File: config.mk
export PLATFORM = sky130hd
export DESIGN_NAME = sync_fifo_param
export DESIGN_NICKNAME = d
export VERILOG_FILES = /design/src/rtl/sync_fifo_param_pkg.sv /design/src/rtl/fifo_mem_param.sv /design/src/rtl/sync_fifo_param.sv
export SDC_FILE = /design/constraint.sdc
export NUM_CORES = 1
export LEC_CHECK = 0
export BUFFER_PORTS_ARGS = -buffer_cell sky130_fd_sc_hd__buf_2
export CAP_MARGIN = 20
export CORE_MARGIN = 2
export CORE_UTILIZATION = 56
export CTS_CLUSTER_DIAMETER = 200
export DETAILED_ROUTE_END_ITERATION = 10
export PLACE_DENSITY = 0.76
export SLEW_MARGIN = 20
export SYNTH_ARGS = -nofsm -noshare
export SYNTH_HDL_FRONTEND = slang
export SYNTH_SLANG_ARGS = --single-unit
File: constraint.sdc
create_clock -name clk -period 2.8 [get_ports clk]
set_input_delay 0.56 -clock clk [delete_from_list [all_inputs] [get_ports clk]]
set_output_delay 0.56 -clock clk [all_outputs]
set_load 0.01 [all_outputs]
File: src/rtl/sync_fifo_param_pkg.sv
// Shared types for the parametrised UART-path FIFO.
// Per-cycle operation decoded from flush/push/pop.
package sync_fifo_param_pkg;

  typedef enum logic [2:0] {
    OP_IDLE,
    OP_FLUSH,
    OP_PUSH,
    OP_POP,
    OP_BOTH
  } fifo_op_e;

endpackage

File: src/rtl/fifo_mem_param.sv
// DATA_W x DEPTH register array.
// Synchronous write port, asynchronous read port.
module fifo_mem_param #(
  parameter int DATA_W = 8,
  parameter int DEPTH  = 8,
  parameter int PTR_W  = $clog2(DEPTH)
) (
  input  logic              clk,
  input  logic              we,
  input  logic [PTR_W-1:0]  w_addr,
  input  logic [DATA_W-1:0] w_data,
  input  logic [PTR_W-1:0]  r_addr,
  output logic [DATA_W-1:0] r_data
);

  logic [DATA_W-1:0] mem [DEPTH];

  // Storage carries no reset; validity is tracked by the pointers.
  always_ff @(posedge clk) begin
    if (we) begin
      mem[w_addr] <= w_data;
    end
  end

  assign r_data = mem[r_addr];

endmodule

File: src/rtl/sync_fifo_param.sv
// Parametrised single-clock show-ahead FIFO with
// occupancy count, threshold flags and sticky errors.
module sync_fifo_param
  import sync_fifo_param_pkg::*;
#(
  parameter int DATA_W   = 8,
  parameter int DEPTH    = 8,
  parameter int AF_LEVEL = 6,
  parameter int AE_LEVEL = 2
) (
  input  logic                       clk,
  input  logic                       rst_n,
  input  logic                       flush,
  input  logic                       push,
  input  logic [DATA_W-1:0]          w_data,
  input  logic                       pop,
  output logic [DATA_W-1:0]          r_data,
  output logic                       full,
  output logic                       empty,
  output logic                       almost_full,
  output logic                       almost_empty,
  output logic [$clog2(DEPTH+1)-1:0] count,
  output logic                       overflow,
  output logic                       underflow,
  input  logic                       clr_err
);

  localparam int CNT_W = $clog2(DEPTH + 1);
  localparam int PTR_W = $clog2(DEPTH);

  logic [PTR_W-1:0] wptr_q, wptr_d;
  logic [PTR_W-1:0] rptr_q, rptr_d;
  logic [CNT_W-1:0] cnt_q, cnt_d;
  logic             full_q, full_d;
  logic             empty_q, empty_d;
  logic             af_q, af_d;
  logic             ae_q, ae_d;
  logic             ovf_q, ovf_d;
  logic             udf_q, udf_d;
  logic             we;
  fifo_op_e         op;

  // Depth need not be a power of two, so wrap by compare.
  function automatic logic [PTR_W-1:0] ptr_inc(
    input logic [PTR_W-1:0] p
  );
    return (p == PTR_W'(DEPTH - 1)) ? '0 : p + 1'b1;
  endfunction

  always_comb begin
    op = OP_IDLE;
    unique case (1'b1)
      flush:                 op = OP_FLUSH;
      !flush && push && pop: op = OP_BOTH;
      !flush && push && !pop: op = OP_PUSH;
      !flush && !push && pop: op = OP_POP;
      default:               op = OP_IDLE;
    endcase
  end

  always_comb begin
    wptr_d = wptr_q;
    rptr_d = rptr_q;
    cnt_d  = cnt_q;
    ovf_d  = ovf_q & ~clr_err;
    udf_d  = udf_q & ~clr_err;
    we     = 1'b0;
    unique case (op)
      OP_FLUSH: begin
        wptr_d = '0;
        rptr_d = '0;
        cnt_d  = '0;
      end
      OP_PUSH: begin
        if (!full_q) begin
          we     = 1'b1;
          wptr_d = ptr_inc(wptr_q);
          cnt_d  = cnt_q + 1'b1;
        end else begin
          ovf_d = 1'b1;
        end
      end
      OP_POP: begin
        if (!empty_q) begin
          rptr_d = ptr_inc(rptr_q);
          cnt_d  = cnt_q - 1'b1;
        end else begin
          udf_d = 1'b1;
        end
      end
      OP_BOTH: begin
        if (empty_q) begin
          we     = 1'b1;
          wptr_d = ptr_inc(wptr_q);
          cnt_d  = cnt_q + 1'b1;
          udf_d  = 1'b1;
        end else if (full_q) begin
          rptr_d = ptr_inc(rptr_q);
          cnt_d  = cnt_q - 1'b1;
          ovf_d  = 1'b1;
        end else begin
          we     = 1'b1;
          wptr_d = ptr_inc(wptr_q);
          rptr_d = ptr_inc(rptr_q);
        end
      end
      default: ;
    endcase
    full_d  = (cnt_d == CNT_W'(DEPTH));
    empty_d = (cnt_d == '0);
    af_d    = (cnt_d >= CNT_W'(AF_LEVEL));
    ae_d    = (cnt_d <= CNT_W'(AE_LEVEL));
  end

  always_ff @(posedge clk or negedge rst_n) begin
    if (!rst_n) begin
      wptr_q  <= '0;
      rptr_q  <= '0;
      cnt_q   <= '0;
      full_q  <= 1'b0;
      empty_q <= 1'b1;
      af_q    <= (AF_LEVEL == 0);
      ae_q    <= 1'b1;
      ovf_q   <= 1'b0;
      udf_q   <= 1'b0;
    end else begin
      wptr_q  <= wptr_d;
      rptr_q  <= rptr_d;
      cnt_q   <= cnt_d;
      full_q  <= full_d;
      empty_q <= empty_d;
      af_q    <= af_d;
      ae_q    <= ae_d;
      ovf_q   <= ovf_d;
      udf_q   <= udf_d;
    end
  end

  fifo_mem_param #(
    .DATA_W (DATA_W),
    .DEPTH  (DEPTH),
    .PTR_W  (PTR_W)
  ) u_mem (
    .clk    (clk),
    .we     (we),
    .w_addr (wptr_q),
    .w_data (w_data),
    .r_addr (rptr_q),
    .r_data (r_data)
  );

  assign full         = full_q;
  assign empty        = empty_q;
  assign almost_full  = af_q;
  assign almost_empty = ae_q;
  assign count        = cnt_q;
  assign overflow     = ovf_q;
  assign underflow    = udf_q;

endmodule

; Word level (Yosys, flattened, before mapping)
; Memories as Yosys holds them, arrays and structs flattened.
; Index checks and enable logic that the tools add are counted.
[classes]
n_reduce_logical = 13
magnitude_cmp = 2
n_bitwise = 3
n_eq_ne = 8
n_addsub = 4
n_mux = 23
[ops]
columns = operator, count
row1 = $mux W4, 4
row2 = $pmux W4 S4, 1
row3 = $mux W3, 5
row4 = $pmux W3 S4, 1
row5 = $eq A3 B3 Y1 const B, 3
row6 = $pmux W3 S3, 1
row7 = $mux W1, 8
row8 = $add A3 B1 Y3 const B, 2
row9 = $eq A3 B2 Y1 const B, 2
row10 = $pmux W3 S2, 1
row11 = $reduce_bool A3 Y1, 2
row12 = $logic_and A1 B1 Y1, 5
row13 = $add A4 B1 Y4 const B, 1
row14 = $eq A4 B4 Y1 const B, 1
row15 = $ge A4 B3 Y1 const B, 1
row16 = $le A4 B2 Y1 const B, 1
row17 = $logic_not A4 Y1, 1
row18 = $pmux W1 S2, 2
row19 = $sub A4 B1 Y4 const B, 1
row20 = $eq A3 B1 Y1 const B, 1
row21 = $logic_not A1 Y1, 3
row22 = $and A1 B1 Y1, 2
row23 = $ne A2 B2 Y1 const B, 1
row24 = $reduce_and A2 Y1, 1
row25 = other kinds (2), 2
[totals]
out_inout_bits = 18
wordCells = 63
ramBits = 64
register_bits = 16
mem_count = 1
inputBits = 14
[memory_table]
columns = memory, words, word_bits, rd, rd_clocked_by_memory_dff, write_ports, line_no
row1 = u_mem.mem, 8, 8, 1, 0, 1, fifo_mem_param.sv:16  ; logic [DATA_W-1:0] mem [DEPTH];

; Depth between registers and ports, before layout
[logic_depth]
ltp_word = 8
mapped_depth = 7
mapped_depth_nobuf = 7

; By module
; From an unflattened synthesis, not the netlist that was laid out.
[hier_totals]
hier_cells = 207
hier_area_um2 = 3573.4
[modules_own_cells]
columns = mod, cells_each, n_inst, area_per_inst_um2, seq_area_each_um2
row1 = fifo_mem_param, 106, 1, 2531.2, 1921.8
row2 = sync_fifo_param, 101, 1, 1042.2, 402.9

; Least setup slack after synthesis
; No wires, ideal clock.
[synth_timing]
kind = input port to flip-flop
from = input pop
to = memory u_mem.mem[0][0], enable pin
required_ns = 2.417
setup_ns = 0.383
stages = 5
path_buffers = 1
arrival_time_ns = 1.662
path_slack_ns = 0.755
path_cell_list = buf_4 -> nand2_1 -> a21oi_1 -> nand2b_1 -> nor3_1
[synth_between]
elab_chain_cells = 7
word_cells_on_any_way = 10
classes_between = eq/ne (2) / mux (4) / reduce/logical (4)
[synth_rtl]
columns = element, line_no
row1 = start: declaration, sync_fifo_param.sv:16  ; input logic pop,
row2 = $logic_not A1 Y1, sync_fifo_param.sv:55  ; !flush && push && !pop: op = OP_PUSH;
row3 = $logic_and A1 B1 Y1, sync_fifo_param.sv:55
row4 = $pmux W3 S4 (*), sync_fifo_param.sv:52  ; unique case (1'b1)
row5 = $eq A3 B3 Y1 / $eq A3 B2 Y1 (equally long branches), sync_fifo_param.sv:68  ; unique case (op)
row6 = $pmux W1 S2 (*), sync_fifo_param.sv:68
row7 = $mux W1 (*), fifo_mem_param.sv:20  ; if (we) begin
row8 = $mux W1 (implied by the code) (*), fifo_mem_param.sv:21  ; mem[w_addr] <= w_data;
row9 = end: declaration, fifo_mem_param.sv:16
; Every way passes the cells marked *; elsewhere a longest branch is shown, timed or not.

; Worst setup path after layout
[layout_timing]
from = register rptr_q[0]
to = output r_data[6]
[layout_between]
elab_chain_cells = 1
[layout_rtl]
columns = element, line_no
row1 = start: declaration, sync_fifo_param.sv:32  ; logic [PTR_W-1:0] rptr_q, rptr_d;
row2 = start signal: assignment, sync_fifo_param.sv:128  ; rptr_q <= rptr_d;
row3 = $mem_v2 Z8 W8, n/a
row4 = end: declaration, sync_fifo_param.sv:17  ; output logic [DATA_W-1:0] r_data,
; No other way between the ends.

==> results.json <==
{
  "grt_pass1_wl_um": 9990,
  "r2r_start": "count[1]$_DFF_PN0_",
  "cts.repair.resized": 0,
  "cts_sinks": 80,
  "vias": 1975,
  "grt_pass1_vias": 1973,
  "crit_fanout": 15,
  "power.total_mw": 2.64,
  "ys_ff_latch": 80,
  "worst_setup_path_start_kind": "flop",
  "post-place-cells": 325,
  "area_growth_pct": 12.7,
  "hold_ws_ps": 110,
  "gp_congestion": 0.763,
  "r2r_slack_ps": 810,
  "die_y_um": 83.8,
  "cts_made_buffers": 9,
  "ys_top_cells_by_count": "edfxtp_1 (64), nand2_1 (17), mux4_2 (16)",
  "r2r_cells": 7,
  "syn-cell-area_sq_mm": 0.00357,
  "setup_ws_ps": 196,
  "fin_area_sq_mm": 0.00402,
  "worstSetupPathType": "reg2out",
  "cts-htree-levels": 3,
  "root_buffer": "clkbuf_8",
  "avgSynthCellArea_sq_um": 16.5,
  "clk_path_buf_depth": 2,
  "slowest_delay_ps": 550,
  "min_period_ps": 2600,
  "worstPathArrival_ps": 2040,
  "synth-main-ff-cell": "edfxtp_1",
  "place_area_sq_mm": 0.00382,
  "fmax_ghz": 0.384,
  "final_util": 0.644,
  "die_w_um": 83.8,
  "fin_setup_tns_ps": 0,
  "slew_viol_final": 0,
  "power_density_mw_per_mm2": 658,
  "async_reset_ff_frac": 0.200,
  "post-route-drc-count": 0,
  "tightest_slew_ps": 520,
  "worstPathCellList": "buf_12 > mux4_2 > mux2_2 > buf_2",
  "critPathRequiredTime_ps": 2240,
  "worstSkewPairLatency_ps": 350,
  "grt.total_usage": 0.192,
  "rsz0062_at_grt": "no",
  "worst_path_max_delay_cell": "dfrtp_1",
  "num_io_pins": 32,
  "row_count": 29,
  "pre_cts_slack_ps": 562,
  "yosysSeqAreaShare": 0.652,
  "synth_edf_count": 64,
  "start_util": 0.572,
  "period_share": 0.930,
  "yosys.area.top_type_share": 0.539,
  "clock-skew-final_ps": 5.73,
  "path_clk_slew_ps": 80,
  "dr.pass1.iters": 4,
  "drive_gt1_frac": 0.367,
  "cts_tree": "done",
  "status": "complete, no violations",
  "syn-instance-count": 216,
  "yosysTopAreaCell": "edfxtp_1",
  "die_area_sq_mm": 0.00702,
  "cap_violations": 0,
  "critPathCaptureType": "primary output",
  "place_hpwl_um": 4170,
  "nets": 279,
  "overflow": 0,
  "synthMostInstantiatedCell": "edfxtp_1",
  "hold_buffers": 0,
  "p_leak_nw": 1.49,
  "ys_types": 45,
  "antenna_left": 0,
  "antenna_found_initial": 0,
  "finalSetupViolations": 0,
  "finalWirelength_um": 6180,
  "hold_class": "in2async",
  "worstReg2RegEnd": "almost_full$_DFF_PN0_",
  "wl_per_cell_um": 18.1,
  "portBuffers": 31,
  "ir_drop_v": 0.000429,
  "first_iter_violations": 102,
  "yosys_warnings": 0,
  "core_area_sq_mm": 0.00624,
  "stdcell_count": 341,
  "finalHoldViolCount": 0,
  "vias_per_cell": 5.79,
  "synth_fp_nets": 236,
  "diodes": 0,
  "synth_area_leaders": "edfxtp_1 (54%), mux4_2 (10%), dfrtp_1 (9.8%)",
  "post_cts_buffers": 0,
  "slew_headroom": 0.653,
  "grt_start_max_net_pins": 17
}
[metal layers]
metal	wire, um	global-route usage
met5	0	0
met4	126	0.0938
met3	242	0.0514
met2	2970	0.282
met1	2840	0.269
[worst max-delay path by stage]
stage                                end  slack (ps)                   from  cells after the start
2_1_floorplan  u_mem.mem[0][0]$_DFFE_PP_         750                    pop                      5
3_3_place_gp                   r_data[6]         560  rptr_q[0]$_DFFE_PN0P_                      4
3_5_place_dp                   r_data[6]         560  rptr_q[0]$_DFFE_PN0P_                      4
4_1_cts                        r_data[6]         160  rptr_q[0]$_DFFE_PN0P_                      4
5_1_grt                        r_data[6]         100  rptr_q[0]$_DFFE_PN0P_                      4
6_report                       r_data[6]         200  rptr_q[0]$_DFFE_PN0P_                      4
[cell type report]
class                           instances  area (sq um)
Tap cell                               77          96.3
Inverter                                7          26.3
Clock buffer                            9           124
Clock inverter                          7          78.8
Multi-Input combinational cell        117          1100
Sequential cell                        80          2320
Fill cell                             451          2220
Timing Repair Buffer                   44           265
[cells by family (layout without fill, tap and decap cells)]
kind of cell,Yosys count,in the layout,synth area share
flip-flops,80,80,0.652
AND/OR/NAND/NOR,55,55,0.0866
multiplexers,28,28,0.137
AO/OA/AOI/OAI,25,25,0.0572
buffers and inverters,19,67,0.0386
adder cells (fa/ha/maj),6,6,0.0210
XOR/XNOR,3,3,0.00737
[power breakdown]
group          total, mW  internal, mW  switching [mW]  leakage, nW
Clock              0.852         0.422           0.429       0.0998
Combinational      0.397         0.201           0.196        0.600
Sequential          1.40          1.33          0.0633        0.787
[placed cells by master, fill, tap and decap left out, types with 2 or more instances in the layout]
| master | instances |
|---|---|
| nand2b_1 | 5 |
| dfrtp_1 | 14 |
| mux4_2 | 16 |
| buf_4 | 12 |
| inv_6 | 2 |
| a21oi_1 | 10 |
| mux2_2 | 8 |
| buf_2 | 31 |
| nand3b_1 | 2 |
| nor3_1 | 6 |
| nor2_1 | 12 |
| edfxtp_1 | 64 |
| clkbuf_8 | 9 |
| nor4_2 | 2 |
| xnor2_1 | 2 |
| ha_1 | 6 |
| nand3_1 | 3 |
| o22ai_1 | 3 |
| mux2i_1 | 4 |
| dfstp_2 | 2 |
| nand2_1 | 17 |
| inv_1 | 7 |
[worst max-delay path, delay by kind of cell, from the launching register on]
family	cells	cell delay, ps
muxes	2	780
DFF	1	550
buffers and inverters	2	360
[flip-flops by register name, indices dropped and copies added, names as in the netlist]
signal,flops
wptr_q,3
count,4
u_mem.mem,64
almost_empty,1
overflow,1
rptr_q,3
empty,1
full,1
almost_full,1
underflow,1
Power figures use the tool's default switching activity.
